File: config.mk
export PLATFORM = sky130hd
export DESIGN_NAME = daq_frame_builder
export DESIGN_NICKNAME = d
export VERILOG_FILES = /design/src/rtl/daq_pkg.sv /design/src/rtl/l1a_pend_ctr.sv /design/src/rtl/daq_frame_builder.sv
export SDC_FILE = /design/constraint.sdc
export NUM_CORES = 1
export LEC_CHECK = 0
export CORE_MARGIN = 2
export CORE_UTILIZATION = 48
export DETAILED_ROUTE_END_ITERATION = 8
export PLACE_DENSITY_LB_ADDON = 0.12
export SKIP_CTS_REPAIR_TIMING = 1
export SYNTH_ARGS = -nofsm -noshare
export SYNTH_HDL_FRONTEND = slang
export SYNTH_SLANG_ARGS = --single-unit
export TNS_END_PERCENT = 5
File: constraint.sdc
create_clock -name CLK -period 3.1 [get_ports CLK]
set_clock_uncertainty 0.05 [all_clocks]
set_input_delay 0.62 -clock CLK [delete_from_list [all_inputs] [get_ports CLK]]
set_output_delay 0.62 -clock CLK [all_outputs]
set_load 0.02 [all_outputs]
File: src/rtl/daq_pkg.sv
`default_nettype none
// ============================================================================
// Module      : daq_pkg
// Description : Shared definitions for the DAQ frame builder: frame and
//               L1A-counter widths, header marker and FSM state encoding.
// Ports       : none (package)
// Revision    : 1.0 - initial release
// ============================================================================
package daq_pkg;

  localparam int FRAME_W   = 16;
  localparam int L1A_CNT_W = 12;
  localparam int PEND_W    = 4;   // holds the largest legal pending depth (15)
  localparam int WCNT_W    = 10;  // holds the largest legal data-word index

  localparam logic [3:0] HDR_MARK = 4'hA;

  typedef enum logic [2:0] {
    ST_IDLE = 3'd0,
    ST_HDR  = 3'd1,
    ST_DATA = 3'd2,
    ST_TRL  = 3'd3,
    ST_GAP  = 3'd4
  } state_t;

  // True while a frame occupies the bus (header, payload or trailer).
  function automatic logic in_frame(input state_t s);
    return (s == ST_HDR) || (s == ST_DATA) || (s == ST_TRL);
  endfunction

endpackage
`default_nettype wire

File: src/rtl/l1a_pend_ctr.sv
`default_nettype none
// ============================================================================
// Module      : l1a_pend_ctr
// Description : Pending matched-L1A bookkeeping: pending counter, running
//               L1A counter, sticky overflow flag, overlap flags and the
//               event number of the frame being started.
// Ports       : i_clk, i_rst_n   - clock, async active-low reset
//               i_match          - matched L1A strobe
//               i_start          - frame start strobe (IDLE->HDR)
//               i_in_frame       - FSM currently in HDR/DATA/TRL
//               o_pending        - registered pending count
//               o_l1a_cnt        - matched-L1A counter (wraps)
//               o_evnum          - event number of a frame starting now
//               o_ovf            - sticky dropped-L1A flag
//               o_ovlp_mux/o_mlt_ovlp - registered overlap flags
// Revision    : 1.0 - initial release
// ============================================================================
module l1a_pend_ctr
  import daq_pkg::*;
#(
  parameter int MAXPEND = 7
) (
  input  logic                 i_clk,
  input  logic                 i_rst_n,
  input  logic                 i_match,
  input  logic                 i_start,
  input  logic                 i_in_frame,
  output logic [PEND_W-1:0]    o_pending,
  output logic [L1A_CNT_W-1:0] o_l1a_cnt,
  output logic [L1A_CNT_W-1:0] o_evnum,
  output logic                 o_ovf,
  output logic                 o_ovlp_mux,
  output logic                 o_mlt_ovlp
);

  localparam logic [PEND_W-1:0] c_MAXPEND = PEND_W'(MAXPEND);

  logic [PEND_W-1:0]    r_pend;
  logic [L1A_CNT_W-1:0] r_cnt;
  logic                 r_ovf;
  logic                 r_ovlp;
  logic                 r_mlt;

  logic [PEND_W-1:0]    w_pend_nxt;
  logic [L1A_CNT_W-1:0] w_cnt_nxt;
  logic                 w_drop;

  always_comb begin
    w_pend_nxt = r_pend;
    w_cnt_nxt  = r_cnt;
    w_drop     = 1'b0;
    if (i_match) begin
      w_cnt_nxt = r_cnt + 1'b1;
    end
    // A match coinciding with a start replaces the dequeued event, so the
    // queue depth is unchanged and nothing can be dropped.
    if (i_start && !i_match) begin
      w_pend_nxt = r_pend - 1'b1;
    end else if (i_match && !i_start) begin
      if (r_pend < c_MAXPEND) begin
        w_pend_nxt = r_pend + 1'b1;
      end else begin
        w_drop = 1'b1;
      end
    end
  end

  // Post-update count minus post-update backlog is the number of the event
  // being dequeued, including the case where the starting event arrives now.
  assign o_evnum = w_cnt_nxt - {{(L1A_CNT_W-PEND_W){1'b0}}, w_pend_nxt};

  always_ff @(posedge i_clk or negedge i_rst_n) begin
    if (!i_rst_n) begin
      r_pend <= '0;
      r_cnt  <= '0;
      r_ovf  <= 1'b0;
      r_ovlp <= 1'b0;
      r_mlt  <= 1'b0;
    end else begin
      r_pend <= w_pend_nxt;
      r_cnt  <= w_cnt_nxt;
      r_ovf  <= r_ovf | w_drop;
      r_ovlp <= i_in_frame && (w_pend_nxt != '0);
      r_mlt  <= i_in_frame && (w_pend_nxt >= PEND_W'(2));
    end
  end

  assign o_pending  = r_pend;
  assign o_l1a_cnt  = r_cnt;
  assign o_ovf      = r_ovf;
  assign o_ovlp_mux = r_ovlp;
  assign o_mlt_ovlp = r_mlt;

endmodule
`default_nettype wire

File: src/rtl/daq_frame_builder.sv
`default_nettype none
// ============================================================================
// Module      : daq_frame_builder
// Description : Builds one frame (header, NWORDS samples, checksum trailer)
//               per matched L1A from an FWFT sample FIFO and drives the
//               channel-link output stage. Matched L1As arriving during a
//               frame are queued and flagged as overlaps.
// Ports       : CLK, RST_B          - clock, async active-low reset
//               L1A, L1A_MATCH_IN   - trigger strobe and its qualifier
//               SMP_DATA, SMP_EMPTY - FWFT FIFO head word / empty
//               SMP_RE              - FIFO pop (combinational)
//               FRAME_DATA, DVALID, LAST_WRD, L1A_MATCH - registered frame bus
//               OVLP_MUX, MLT_OVLP  - registered overlap flags
//               L1A_CNT, OVF        - matched-L1A count, sticky drop flag
// Revision    : 1.0 - initial release
// ============================================================================
module daq_frame_builder
  import daq_pkg::*;
#(
  parameter int NWORDS  = 96,
  parameter int MAXPEND = 7
) (
  input  logic                 CLK,
  input  logic                 RST_B,
  input  logic                 L1A,
  input  logic                 L1A_MATCH_IN,
  input  logic [FRAME_W-1:0]   SMP_DATA,
  input  logic                 SMP_EMPTY,
  output logic                 SMP_RE,
  output logic [FRAME_W-1:0]   FRAME_DATA,
  output logic                 DVALID,
  output logic                 LAST_WRD,
  output logic                 L1A_MATCH,
  output logic                 OVLP_MUX,
  output logic                 MLT_OVLP,
  output logic [L1A_CNT_W-1:0] L1A_CNT,
  output logic                 OVF
);

  localparam logic [WCNT_W-1:0] c_LAST_IDX = WCNT_W'(NWORDS - 1);

  state_t r_state;
  state_t w_state_nxt;

  logic [FRAME_W-1:0]   r_csum;
  logic [WCNT_W-1:0]    r_wcnt;
  logic [L1A_CNT_W-1:0] r_evnum;

  logic                 w_match;
  logic                 w_start;
  logic                 w_pop;
  logic [PEND_W-1:0]    w_pending;
  logic [L1A_CNT_W-1:0] w_evnum;

  logic [FRAME_W-1:0]   w_data_nxt;
  logic                 w_dvalid_nxt;
  logic                 w_last_nxt;
  logic                 w_hmatch_nxt;

  assign w_match = L1A & L1A_MATCH_IN;
  assign w_start = (r_state == ST_IDLE) && ((w_pending != '0) || w_match);
  assign w_pop   = (r_state == ST_DATA) && !SMP_EMPTY;
  assign SMP_RE  = w_pop;

  l1a_pend_ctr #(
    .MAXPEND (MAXPEND)
  ) u_pend (
    .i_clk      (CLK),
    .i_rst_n    (RST_B),
    .i_match    (w_match),
    .i_start    (w_start),
    .i_in_frame (in_frame(r_state)),
    .o_pending  (w_pending),
    .o_l1a_cnt  (L1A_CNT),
    .o_evnum    (w_evnum),
    .o_ovf      (OVF),
    .o_ovlp_mux (OVLP_MUX),
    .o_mlt_ovlp (MLT_OVLP)
  );

  // ---------------------------------------------------------------- state reg
  always_ff @(posedge CLK or negedge RST_B) begin
    if (!RST_B) begin
      r_state <= ST_IDLE;
    end else begin
      r_state <= w_state_nxt;
    end
  end

  // ---------------------------------------------------------------- next state
  always_comb begin
    w_state_nxt = r_state;
    case (r_state)
      ST_IDLE: if (w_start) w_state_nxt = ST_HDR;
      ST_HDR:  w_state_nxt = ST_DATA;
      ST_DATA: if (w_pop && (r_wcnt == c_LAST_IDX)) w_state_nxt = ST_TRL;
      ST_TRL:  w_state_nxt = ST_GAP;
      ST_GAP:  w_state_nxt = ST_IDLE;
      default: w_state_nxt = ST_IDLE;
    endcase
  end

  // ---------------------------------------------------------------- outputs
  // Decoded from the current state and registered below, so every bus word
  // appears one cycle after the state that produced it.
  always_comb begin
    w_data_nxt   = FRAME_DATA;
    w_dvalid_nxt = 1'b0;
    w_last_nxt   = 1'b0;
    w_hmatch_nxt = 1'b0;
    case (r_state)
      ST_HDR: begin
        w_data_nxt   = {HDR_MARK, r_evnum};
        w_dvalid_nxt = 1'b1;
        w_hmatch_nxt = 1'b1;
      end
      ST_DATA: begin
        if (w_pop) begin
          w_data_nxt   = SMP_DATA;
          w_dvalid_nxt = 1'b1;
        end
      end
      ST_TRL: begin
        w_data_nxt   = r_csum;
        w_dvalid_nxt = 1'b1;
        w_last_nxt   = 1'b1;
      end
      default: ;
    endcase
  end

  always_ff @(posedge CLK or negedge RST_B) begin
    if (!RST_B) begin
      FRAME_DATA <= '0;
      DVALID     <= 1'b0;
      LAST_WRD   <= 1'b0;
      L1A_MATCH  <= 1'b0;
    end else begin
      FRAME_DATA <= w_data_nxt;
      DVALID     <= w_dvalid_nxt;
      LAST_WRD   <= w_last_nxt;
      L1A_MATCH  <= w_hmatch_nxt;
    end
  end

  // ---------------------------------------------------------------- datapath
  always_ff @(posedge CLK or negedge RST_B) begin
    if (!RST_B) begin
      r_csum  <= '0;
      r_wcnt  <= '0;
      r_evnum <= '0;
    end else begin
      if (w_start) begin
        r_evnum <= w_evnum;
      end
      if (r_state == ST_HDR) begin
        r_csum <= '0;
        r_wcnt <= '0;
      end else if (w_pop) begin
        r_csum <= r_csum + SMP_DATA;  // carry out discarded
        r_wcnt <= r_wcnt + 1'b1;
      end
    end
  end

endmodule
`default_nettype wire

### Word-level counts from Yosys, hierarchy flattened

Cells that the tools add are included.

| cells by class | value |
|---|---|
| equal/unequal tests | 7 |
| reduce and logical (&&, ||, !) cells | 21 |
| $add $sub $neg | 6 |
| divide/modulo/power cells | 0 |
| bitwise logic cells | 2 |
| shift operators | 0 |
| $lt $le $gt $ge | 2 |
| multiplexer cells | 20 |
| $mul | 0 |

Operators with widths:

| kind | number |
|---|---|
| $mux 16 | 3 |
| $pmux 16 s3 | 1 |
| $mux 10 | 2 |
| $add 16x16->16 | 1 |
| $add 12x1->12 const B | 1 |
| $mux 12 | 1 |
| $mux 4 | 3 |
| $pmux 3 s4 | 1 |
| $sub 12x4->12 | 1 |
| $add 10x1->10 const B | 1 |
| $eq 10x7->1 const B | 1 |
| $reduce_bool 4->1 | 2 |
| $logic_and 1x1->1 | 7 |
| $eq 3x2->1 const B | 2 |
| $mux 1 | 6 |
| $mux 3 | 2 |
| $add 4x1->4 const B | 1 |
| $ge 4x2->1 const B | 1 |
| $lt 4x3->1 const B | 1 |
| $ne 2x1->1 const B | 2 |
| $reduce_and 2->1 | 2 |
| $sub 4x1->4 const B | 1 |
| $eq 3x1->1 const B | 1 |
| $logic_not 1->1 | 3 |
| 9 further kinds | 11 |

| storage, ports and cells | value |
|---|---|
| bits in writable memories | 0 |
| bits of input ports | 21 |
| bits in latches | 0 |
| output and inout bits | 35 |
| register bits | 79 |
| word-level logic and storage cells | 71 |
| ROM bits | 0 |
| memories | 0 |

### Depth between registers and ports, before layout

Gate-level depths: netlist (run 1).

| logic depth | value |
|---|---|
| depth after elaboration | 9 |
| mapped depth | 16 |
| gate-level depth less buffers | 16 |

### Cells and area by module

From an unflattened synthesis (run 1), not the netlist that was laid out.

| second synthesis, totals | value |
|---|---|
| cell total of the unflattened synthesis | 464 |
| area, all modules | 4,603.2 um^2 |

By module, submodules not included:

| module | times used | sequential area each (um^2) | cells an instance | area an instance (um^2) |
|---|---|---|---|---|
| daq_frame_builder | 1 | 1,501.4 | 342 | 3,323.2 |
| l1a_pend_ctr | 1 | 475.5 | 122 | 1,280.0 |

### Least setup slack after synthesis (run 1)

Ideal clock, no wire load.

| path | value |
|---|---|
| path kind | reg-to-reg |
| start point | reg u_pend.r_pend[0], in the netlist u_pend.o_pending[0] |
| end point | reg r_evnum[10] |
| stages on the path, launching flop included | 16 |
| data arrival time | 2.895 ns |
| buffers on the path | 0 |
| library setup time | 0.134 ns |
| required time | 2.916 ns |
| period minus slack after synthesis | 3.079 ns |
| path slack | 0.021 ns |
| cells stage by stage | dfrtp_1 > inv_1 > ha_1 > nor2b_1 > nand3_1 > nand2_1 > a221o_1 > o21ai_1 > inv_1 > fa_1 > a21o_1 > a21oi_1 > nand3_1 > nand2b_1 > xnor2_1 > o21ai_0 |

| between the ends | value |
|---|---|
| longest elaborated chain between the ends | 8 |
| elaborated cells on any way between the ends | 13 |
| classes of those cells | 3 x add/sub; 1 x order compare; 3 x mux; 6 x reduce/logical |

Ends and longest elaborated chain:

| item | line | RTL |
|---|---|---|
| start: declaration | l1a_pend_ctr.sv:38 | `logic [PEND_W-1:0] r_pend;` |
| start signal: assignment | l1a_pend_ctr.sv:80 | `r_pend <= w_pend_nxt;` |
| branches (longest 6 deep; another with $add 4x1->4) | -- |  |
| $mux 4 * | l1a_pend_ctr.sv:57 | `if (i_start && !i_match) begin` |
| net u_pend.w_pend_nxt[1] | l1a_pend_ctr.sv:44 | `logic [PEND_W-1:0] w_pend_nxt;` |
| $sub 12x4->12 * | l1a_pend_ctr.sv:70 | `assign o_evnum = w_cnt_nxt - {{(L1A_CNT_W-PEND_W){1'b0}}, w_pend_nxt};` |
| end signal: assignment | daq_frame_builder.sv:154 | `r_evnum <= w_evnum;` |
| end: declaration | daq_frame_builder.sv:47 | `logic [L1A_CNT_W-1:0] r_evnum;` |

Mark *: on every way through the listed nets, which the timed path passes.
A chain may end at the register's enable or synchronous reset.

### Final worst setup path (run 1)

| path | value |
|---|---|
| start point | reg u_pend.r_pend[1], in the netlist u_pend.o_pending[1] |
| end point | reg r_evnum[10] |

| between the ends | value |
|---|---|
| longest elaborated chain between the ends | 8 |
| elaborated cells on any way between the ends | 13 |
| classes of those cells | 3 x add/sub; 1 x order compare; 3 x mux; 6 x reduce/logical |

Ends and longest elaborated chain:

| item | line |
|---|---|
| branches (longest 6 deep; another with $lt 4x3->1) | -- |
| $mux 4 * | l1a_pend_ctr.sv:57 |
| net u_pend.w_pend_nxt[0] | l1a_pend_ctr.sv:44 |
| $sub 12x4->12 * | l1a_pend_ctr.sv:70 |

Marks and branches as above.

==> results of run 1 <==
==> synth_stat cells, drive strengths merged, types with 6 or more instances <==
cell type	n
or3	6
nand3	8
clkbuf	13
dfrtp	79
nand2b	9
nand2	67
o211ai	6
mux2i	14
xnor2	21
xor2	17
a21o	10
a211oi	6
buf	6
nand4	9
and3	7
o21ai	46
nor3	12
nor2	34
a21oi	31
ha	24
inv	21
==> per-stage QoR <==
step,power (mW),hold slack [ns],area [µm²]
floorplan,3.88,0.274,4580
global placement,4.98,0.415,5490
detailed placement,5.09,0.409,5490
CTS,5.94,0.423,5680
global route,6.65,0.459,5820
finish,6.12,0.373,5820
==> state kept, by name (all words and copies together), names as in the netlist <==
signal	cells
L1A_MATCH	1
r_state	3
DVALID	1
r_csum	16
u_pend.o_mlt_ovlp	1
u_pend.o_ovf	1
u_pend.o_pending	4
r_wcnt	10
FRAME_DATA	16
LAST_WRD	1
u_pend.o_ovlp_mux	1
r_evnum	12
u_pend.o_l1a_cnt	12
==> critical path: stages (launching register included) <==
cell,delay [ns]
dfrtp_1,0.40
buf_6,0.14
ha_4,0.16
nand2_2,0.07
nand2_2,0.08
nor3_2,0.20
a31oi_1,0.07
xnor2_1,0.24
ha_2,0.23
inv_2,0.05
fa_2,0.39
a21o_1,0.20
a21oi_2,0.15
nand3_2,0.12
nand2b_4,0.17
xnor2_2,0.13
o21ai_1,0.13
==> cell type report <==
class                      count  share of cell area [%]
clock buffer                   9                    2.13
timing repair buffer          97                    15.1
multi-input combinational    375                    43.4
inverter                      21                    1.35
clock inverter                 5                    1.29
tap                          129                    2.77
sequential                    79                    33.9
==> cells by family after synthesis <==
| group | synth area share, % |
|---|---|
| DFF | 43.2 |
| muxes | 3.80 |
| buffers and inverters | 3.58 |
| xor gates and xnor gates | 7.27 |
| and+or+nand+nor | 18.0 |
| AOI/OAI and AO/OA | 16.7 |
| adders and majority gates | 7.44 |
==> how the worst max path moves through the flow <==
| stage | startpoint | end | slack, ns | cells after the start |
|---|---|---|---|---|
| after detailed placement | L1A | r_evnum[10]$_DFFE_PN0N_ | -0.52 | 15 |
| after floorplan | u_pend.o_pending[0]$_DFF_PN0_ | r_evnum[10]$_DFFE_PN0N_ | 0.02 | 15 |
| after CTS | L1A | r_evnum[10]$_DFFE_PN0N_ | -0.16 | 15 |
| after global placement | L1A | r_evnum[10]$_DFFE_PN0N_ | -0.35 | 15 |
| final | u_pend.o_pending[1]$_DFF_PN0_ | r_evnum[10]$_DFFE_PN0N_ | 0.04 | 16 |
| after global routing | u_pend.o_pending[0]$_DFF_PN0_ | r_evnum[10]$_DFFE_PN0N_ | -0.13 | 16 |
==> where the power goes <==
part           total (mW)  internal (mW)  switching (mW)
clock network       0.825          0.441           0.384
logic                3.54           1.72            1.82
registers            1.75           1.43           0.323
==> layer usage <==
metal	track usage, %	wire length, µm	vias up
li1	-	-	1915
met1	31.2	5170	1898
met2	36.2	5240	87
met3	2.83	498	16
met4	8.11	182	0
met5	0	0	-
==> metrics.txt, run 1 <==
ranking of synthesized cells by area dfrtp_1 (43%), ha_1 (6.6%), nand2_1 (5.5%); WL final about 11000 µm; # DRC 0; drt wl/cell between 15 and 20 µm; maximum vdd drop 525 µV; EDFF count, synth 0; reg-to-reg slack, setup between 0.04 and 0.05 ns; Pre-Repair DR Iteration Count 4; Slew headroom around 33%; RR Endpoint r_evnum[10]$_DFFE_PN0N_; leakage 2.65 nW; Syn. warnings 0; Num CTS Buffers 9; final net count 630; Slew @ Worst Pin 1.00 ns; Max-Cap Viols 0; gr usage total 22.4%; final hold viol count 0; Setup-failing EPs final 0; H-tree lvl count 3; number of routed nets with antenna violations 0; pin count of the biggest net entering global routing 80; Net Count, Synth 541; fmax 327 MHz; dpl cells around 700; Iter 0 DRT Violations 219; Mapped Avg Cell Area 9.26 µm²; FF/Latch Area 1980 µm²; most frequent cells in the layout dfrtp_1 (79), nand2_1 (63), clkdlybuf4s50_1 (52); worst setup margin 0.0419 ns; post-synth top area share 43.2%; Starting Density between 40% and 50%; CP Launch Type register; row count 35; Arr. time, crit path 3.28 ns; clk sinks 79; vias per cell about 5.5; Top Ports 56; die area between 10000 and 15000 µm²; synth-to-layout area growth 27.3%; status finished, final reports clean; sequential element share of the synthesized area a little over two fifths; Skew-Pair Late Insertion Delay 0.35 ns; CP max FO 4; register bit total from synthesis 79; core box area between 9000 and 10000 µm²; commonest non-fill, non-tap cell in the layout dfrtp_1; CTS clk-pin slew, worst paths ~0.09 ns; Antenna diodes 0; Reg2Reg Depth 16; Place WS -0.523 ns; worst r2r src u_pend.o_pending[1]$_DFF_PN0_; Die Wd 102 µm; Clock Path Buffers 2; post-synth cell types 52; final RePlAce weighted congestion 0.919; mapped cell area 4580 µm²; CP required 3.32 ns; antenna violations before repair 0; Power Dens Cells 1050 nW/µm²; vias 3916; HPWL Detailed 7770 µm; Syn Inst Count ~490; fin. max-slew vios 0; GRT overflow 0; Fill cells slightly above 800; DIE HEIGHT 102 µm; final core occ between 60 and 70%; fin cells 715; number of global-route vias before repair between 3000 and 4000; dominant synthesized flop cell dfrtp_1; CP Capture Type register; CTS tree done; Multi-input gate area 2530 µm²; leading area contributor after synthesis dfrtp_1; share of cells above drive strength 1 15.0%; Period Utilization, post-route 98.6%; Final min period 3.06 ns; global-route wire length before repair 18200 µm; asr flop ratio synth 100%; Worst Hold Class in -> async; I/O Buffers 55; total negative setup slack 0 ns; Root Driver clkbuf_8; RSZ-0062 raised after global routing yes; Crit Path Class reg -> reg
(Power assumes the default switching activity.)
==> run 2, diff against run 1 <==
--- a/config.mk
+++ b/config.mk
@@ -10,4 +10,5 @@
 export DETAILED_ROUTE_END_ITERATION = 8
 export PLACE_DENSITY_LB_ADDON = 0.12
+export SETUP_SLACK_MARGIN = 0.3
 export SKIP_CTS_REPAIR_TIMING = 1
 export SYNTH_ARGS = -nofsm -noshare
==> constraint.sdc (replaced) <==
create_clock -name CLK -period 3.1 [get_ports CLK]
set_clock_uncertainty 0.05 [all_clocks]
set_input_delay 0.31 -clock CLK [delete_from_list [all_inputs] [get_ports CLK]]
set_output_delay 0.31 -clock CLK [all_outputs]
set_load 0.02 [all_outputs]
==> metrics.txt, run 2 (synthesis gave the netlist of run 1 again) <==
share of cells above drive strength 1 14.8%; GRT overflow 0; worst r2r src u_pend.o_pending[0]$_DFF_PN0_; core box area approximately 9200 µm²; vias per cell 5.40; synth-to-layout area growth 27.3%; CP required 3.33 ns; final RePlAce weighted congestion 0.864; die area 10300 µm²; H-tree lvl count 3; biggest regs FRAME_DATA: 16 flops, r_csum: 16 flops; RR Endpoint r_evnum[10]$_DFFE_PN0N_; final hold viol count 0; number of routed nets with antenna violations 0; fin. max-slew vios 0; DIE HEIGHT just over 100 µm; WL final 10700 µm; Root Driver clkbuf_8; Pre-Repair DR Iteration Count 4; Setup-failing EPs final 0; Clock Path Buffers 2; RSZ-0062 raised after global routing yes; Max-Cap Viols 0; Period Utilization, post-route 94.8%; final net count 625; Skew-Pair Late Insertion Delay approximately 0.35 ns; Crit Path Class reg -> reg; number of global-route vias before repair between 3000 and 4000; vias 3847; Starting Density approximately half; Arr. time, crit path approximately 3.2 ns; Worst Hold Class in -> async; # DRC 0; Iter 0 DRT Violations 248; Final Power 6.08 mW; CP Launch Type register; I/O Buffers 55; status finished, final reports clean; Slew @ Worst Pin approximately 1.0 ns; pin count of the biggest net entering global routing 80; CP max FO 3; Antenna diodes 0; worst setup margin 0.162 ns; commonest non-fill, non-tap cell in the layout dfrtp_1; Slew headroom between 30% and 40%; leakage 2.61 nW; drt wl/cell 15.1 µm; Power Dens Cells 1040 nW/µm²; HPWL Detailed ~7600 µm; Reg2Reg Depth 16; total negative setup slack 0 ns; fmax 340 MHz; CTS tree done; Final min period 2.94 ns; most frequent cells in the layout dfrtp_1 (78), nand2_1 (65), clkdlybuf4s50_1 (54); Top Ports 56; row count 35; gr usage total 22.1%; Num CTS Buffers 9; maximum vdd drop between 500 and 600 µV; Place WS -0.0715 ns; Die Wd about 100 µm; global-route wire length before repair 17800 µm; reg-to-reg slack, setup 0.16 ns; clk sinks 79; antenna violations before repair 0; CP Capture Type register; CTS clk-pin slew, worst paths around 0.090 ns
==> run 2: how the worst max path moves through the flow <==
stage | from | endpoint | slack, ns | cells past startpoint
after floorplan | u_pend.o_pending[0]$_DFF_PN0_ | r_evnum[11]$_DFFE_PN0N_ | 0.20 | 16
after global placement | L1A | r_evnum[11]$_DFFE_PN0N_ | 0.004 | 14
after detailed placement | L1A | r_evnum[11]$_DFFE_PN0N_ | -0.07 | 14
after CTS | u_pend.o_pending[1]$_DFF_PN0_ | r_evnum[11]$_DFFE_PN0N_ | 0.07 | 16
after global routing | u_pend.o_pending[0]$_DFF_PN0_ | r_evnum[8]$_DFFE_PN0N_ | -0.01 | 15
final | u_pend.o_pending[0]$_DFF_PN0_ | r_evnum[10]$_DFFE_PN0N_ | 0.16 | 16
==> run 2: worst max-delay path: stages, from the launching register on <==
cell and delay, ns:
dfrtp_1 0.41, inv_2 0.07, ha_4 0.16, nor2b_4 0.13, nand3_4 0.10, nand2_4 0.06
a221o_1 0.35, o21ai_2 0.09, inv_2 0.07, buf_6 0.12, fa_2 0.35, a21o_1 0.20
a21oi_2 0.17, nand3_2 0.12, nand2b_4 0.17, xnor2_2 0.12, o21ai_1 0.12
==> run 2: routing by layer <==
metal / share of wire, % / vias to the layer above / track usage, % / wire (µm)
li1: - / 1913 / - / -
met1: 48 / 1836 / 31.6 / 5200
met2: 46 / 83 / 34.5 / 4940
met3: 3.9 / 15 / 3.04 / 422
met4: 1.5 / 0 / 7.48 / 157
met5: 0 / - / 0 / 0
==> run 2: layout make-up <==
cell class	count	area (µm²)
fillers	811	3410
multi-input cells	375	2580
well taps	129	161
clock buffers	11	141
inverters	21	78.8
flip-flops and latches	79	1980
clock inverters	5	57.6
repair buffers	92	830
==> run 2: report_power, final <==
part | switching (mW) | total (mW) | leakage, nW | internal [mW]
Clock | 0.398 | 0.791 | 0.0916 | 0.393
Combinational | 1.82 | 3.53 | 1.53 | 1.71
Sequential | 0.331 | 1.76 | 0.991 | 1.43
Total | 2.54 | 6.08 | 2.61 | 3.54
==> run 2: per-stage QoR <==
stage,instance area [µm²],utilization [%],hold slack [ns],instances
3_3_place_gp,5470,59.2,0.410,690
4_1_cts,5670,61.4,0.114,706
2_1_floorplan,4610,-,-0.0356,494
3_5_place_dp,5470,59.2,0.406,690
6_report,5830,63.0,0.0664,712
5_1_grt,5830,63.0,0.178,712
==> run 3, diff against run 2 <==
CORE_UTILIZATION = 51   (was 48)
==> metrics.txt, run 3 (synthesis gave the netlist of run 1 again) <==
antenna violations before repair 0; Clock Path Buffers 2; global-route wire length before repair between 15000 and 20000 µm; core box area 8720 µm²; drt wl/cell 15.8 µm; # DRC 0; fin. max-slew vios 0; vias per cell 5.66; HPWL Detailed a little under 8000 µm; Fill cells approximately 740; Crit Path Class reg -> reg; Final min period 3.00 ns; maximum vdd drop 424 µV; Iter 0 DRT Violations 112; CP Capture Type register; share of cells above drive strength 1 a little over an eighth; Power Dens Cells 1030 nW/µm²; most frequent cells in the layout dfrtp_1 (78), nand2_1 (63), clkdlybuf4s50_1 (54); Antenna diodes 0; Setup-failing EPs final 0; final core occ 65.6%; Worst Hold Class in -> async; Starting Density roughly 52%; CTS clk-pin slew, worst paths approximately 0.080 ns; Reg2Reg Depth 15; Slew headroom 34.0%; row count 34; Top Ports 56; CP max FO 5; CP Launch Type register; Die Wd 98.7 µm; DIE HEIGHT 98.7 µm; RSZ-0062 raised after global routing yes; die area 9750 µm²; fmax 333 MHz; GRT overflow 0; reg-to-reg slack, setup 0.1 ns; leakage 2.55 nW; met3 wire len 415 µm; final RePlAce weighted congestion 0.870; final hold viol count 0; number of global-route vias before repair 3784; DRT met1 WL 5050 µm; worst r2r src u_pend.o_pending[1]$_DFF_PN0_; final net count 614; WL final 10700 µm; Highest Signal Layer met4; Num CTS Buffers 9; pin count of the biggest net entering global routing 80; Period Utilization, post-route between 90% and 100%; CP required 3.28 ns; clk sinks 79; Pre-Repair DR Iteration Count 5; number of routed nets with antenna violations 0; status finished, final reports clean; Max-Cap Viols 0; Slew @ Worst Pin 0.990 ns; vias 3850; met2 wire len slightly above 5000 µm; I/O Buffers 55; H-tree lvl count 3; Skew-Pair Late Insertion Delay between 0.3 and 0.4 ns; Root Driver clkbuf_8; Place WS -0.120 ns; biggest regs FRAME_DATA: 16 flops, r_csum: 16 flops; gr usage total 22.7%; worst setup margin 0.0964 ns; synth-to-layout area growth 25.0%; CTS tree done; Arr. time, crit path between 3 and 4 ns; commonest non-fill, non-tap cell in the layout dfrtp_1; RR Endpoint r_evnum[7]$_DFFE_PN0N_
-- run 3: cell count changes in the layout (fill, tap and decap cells not counted), sizes merged --
cell / delta
clkbuf: +3
clkinvlp: -1
buf: -11
bufinv: -1
inv: -1
-- run 3: final cells by class --
type / instances / area (µm²) / area share, %
multi-input combinational: 375 / 2580 / 45.2
sequential: 79 / 1980 / 34.6
timing repair buffer: 81 / 743 / 13.0
clock buffer: 14 / 183 / 3.19
tap: 108 / 135 / 2.36
inverter: 21 / 85.1 / 1.49
clock inverter: 2 / 12.5 / 0.219
-- run 3: worst max path at each step --
stage	startpoint	to	cells past startpoint
after floorplan	u_pend.o_pending[0]$_DFF_PN0_	r_evnum[11]$_DFFE_PN0N_	16
after global placement	L1A_MATCH_IN	r_evnum[11]$_DFFE_PN0N_	14
after detailed placement	L1A_MATCH_IN	r_evnum[11]$_DFFE_PN0N_	14
after CTS	u_pend.o_pending[1]$_DFF_PN0_	r_evnum[11]$_DFFE_PN0N_	16
after global routing	u_pend.o_pending[1]$_DFF_PN0_	r_evnum[10]$_DFFE_PN0N_	15
final	u_pend.o_pending[1]$_DFF_PN0_	r_evnum[7]$_DFFE_PN0N_	15
-- run 3: worst max-delay path, stage by stage, from the launching register on --
cell and delay [ns]:
dfrtp_2 0.46, inv_4 0.08, ha_4 0.16, nor2b_4 0.13
nand3_4 0.08, nand2_2 0.08, a221o_1 0.39, o21ai_2 0.09
inv_2 0.07, ha_1 0.27, nor2b_4 0.13, o211ai_1 0.16
and4_4 0.28, nand2_1 0.07, xnor2_1 0.12, mux2_2 0.27
-- run 3: power breakdown --
group | leakage (nW) | internal, mW | switching (mW) | total (mW)
sequential | 0.990 | 1.43 | 0.347 | 1.78
combinational | 1.46 | 1.60 | 1.78 | 3.39
clock | 0.0987 | 0.378 | 0.371 | 0.749
-- run 3: per-layer routing --
layer  vias up  track usage, %
li1       1887               -
met1      1856            32.4
met2        90            35.2
met3        17            3.26
met4         0            9.27
met5         -               0
-- run 3: metrics by stage --
step / TNS [ns] / power, mW / std cells / cell area (µm²) / hold WS (ns)
finish: 0 / 5.92 / 680 / 5720 / 0.0654
global route: -0.0508 / 6.40 / 680 / 5720 / 0.152
detailed placement: -0.294 / 5.04 / 662 / 5390 / 0.408
CTS: -0.0463 / 5.81 / 678 / 5590 / 0.115
global placement: 0 / 4.93 / 662 / 5390 / 0.401
floorplan: 0 / 3.96 / 494 / 4610 / -0.0356
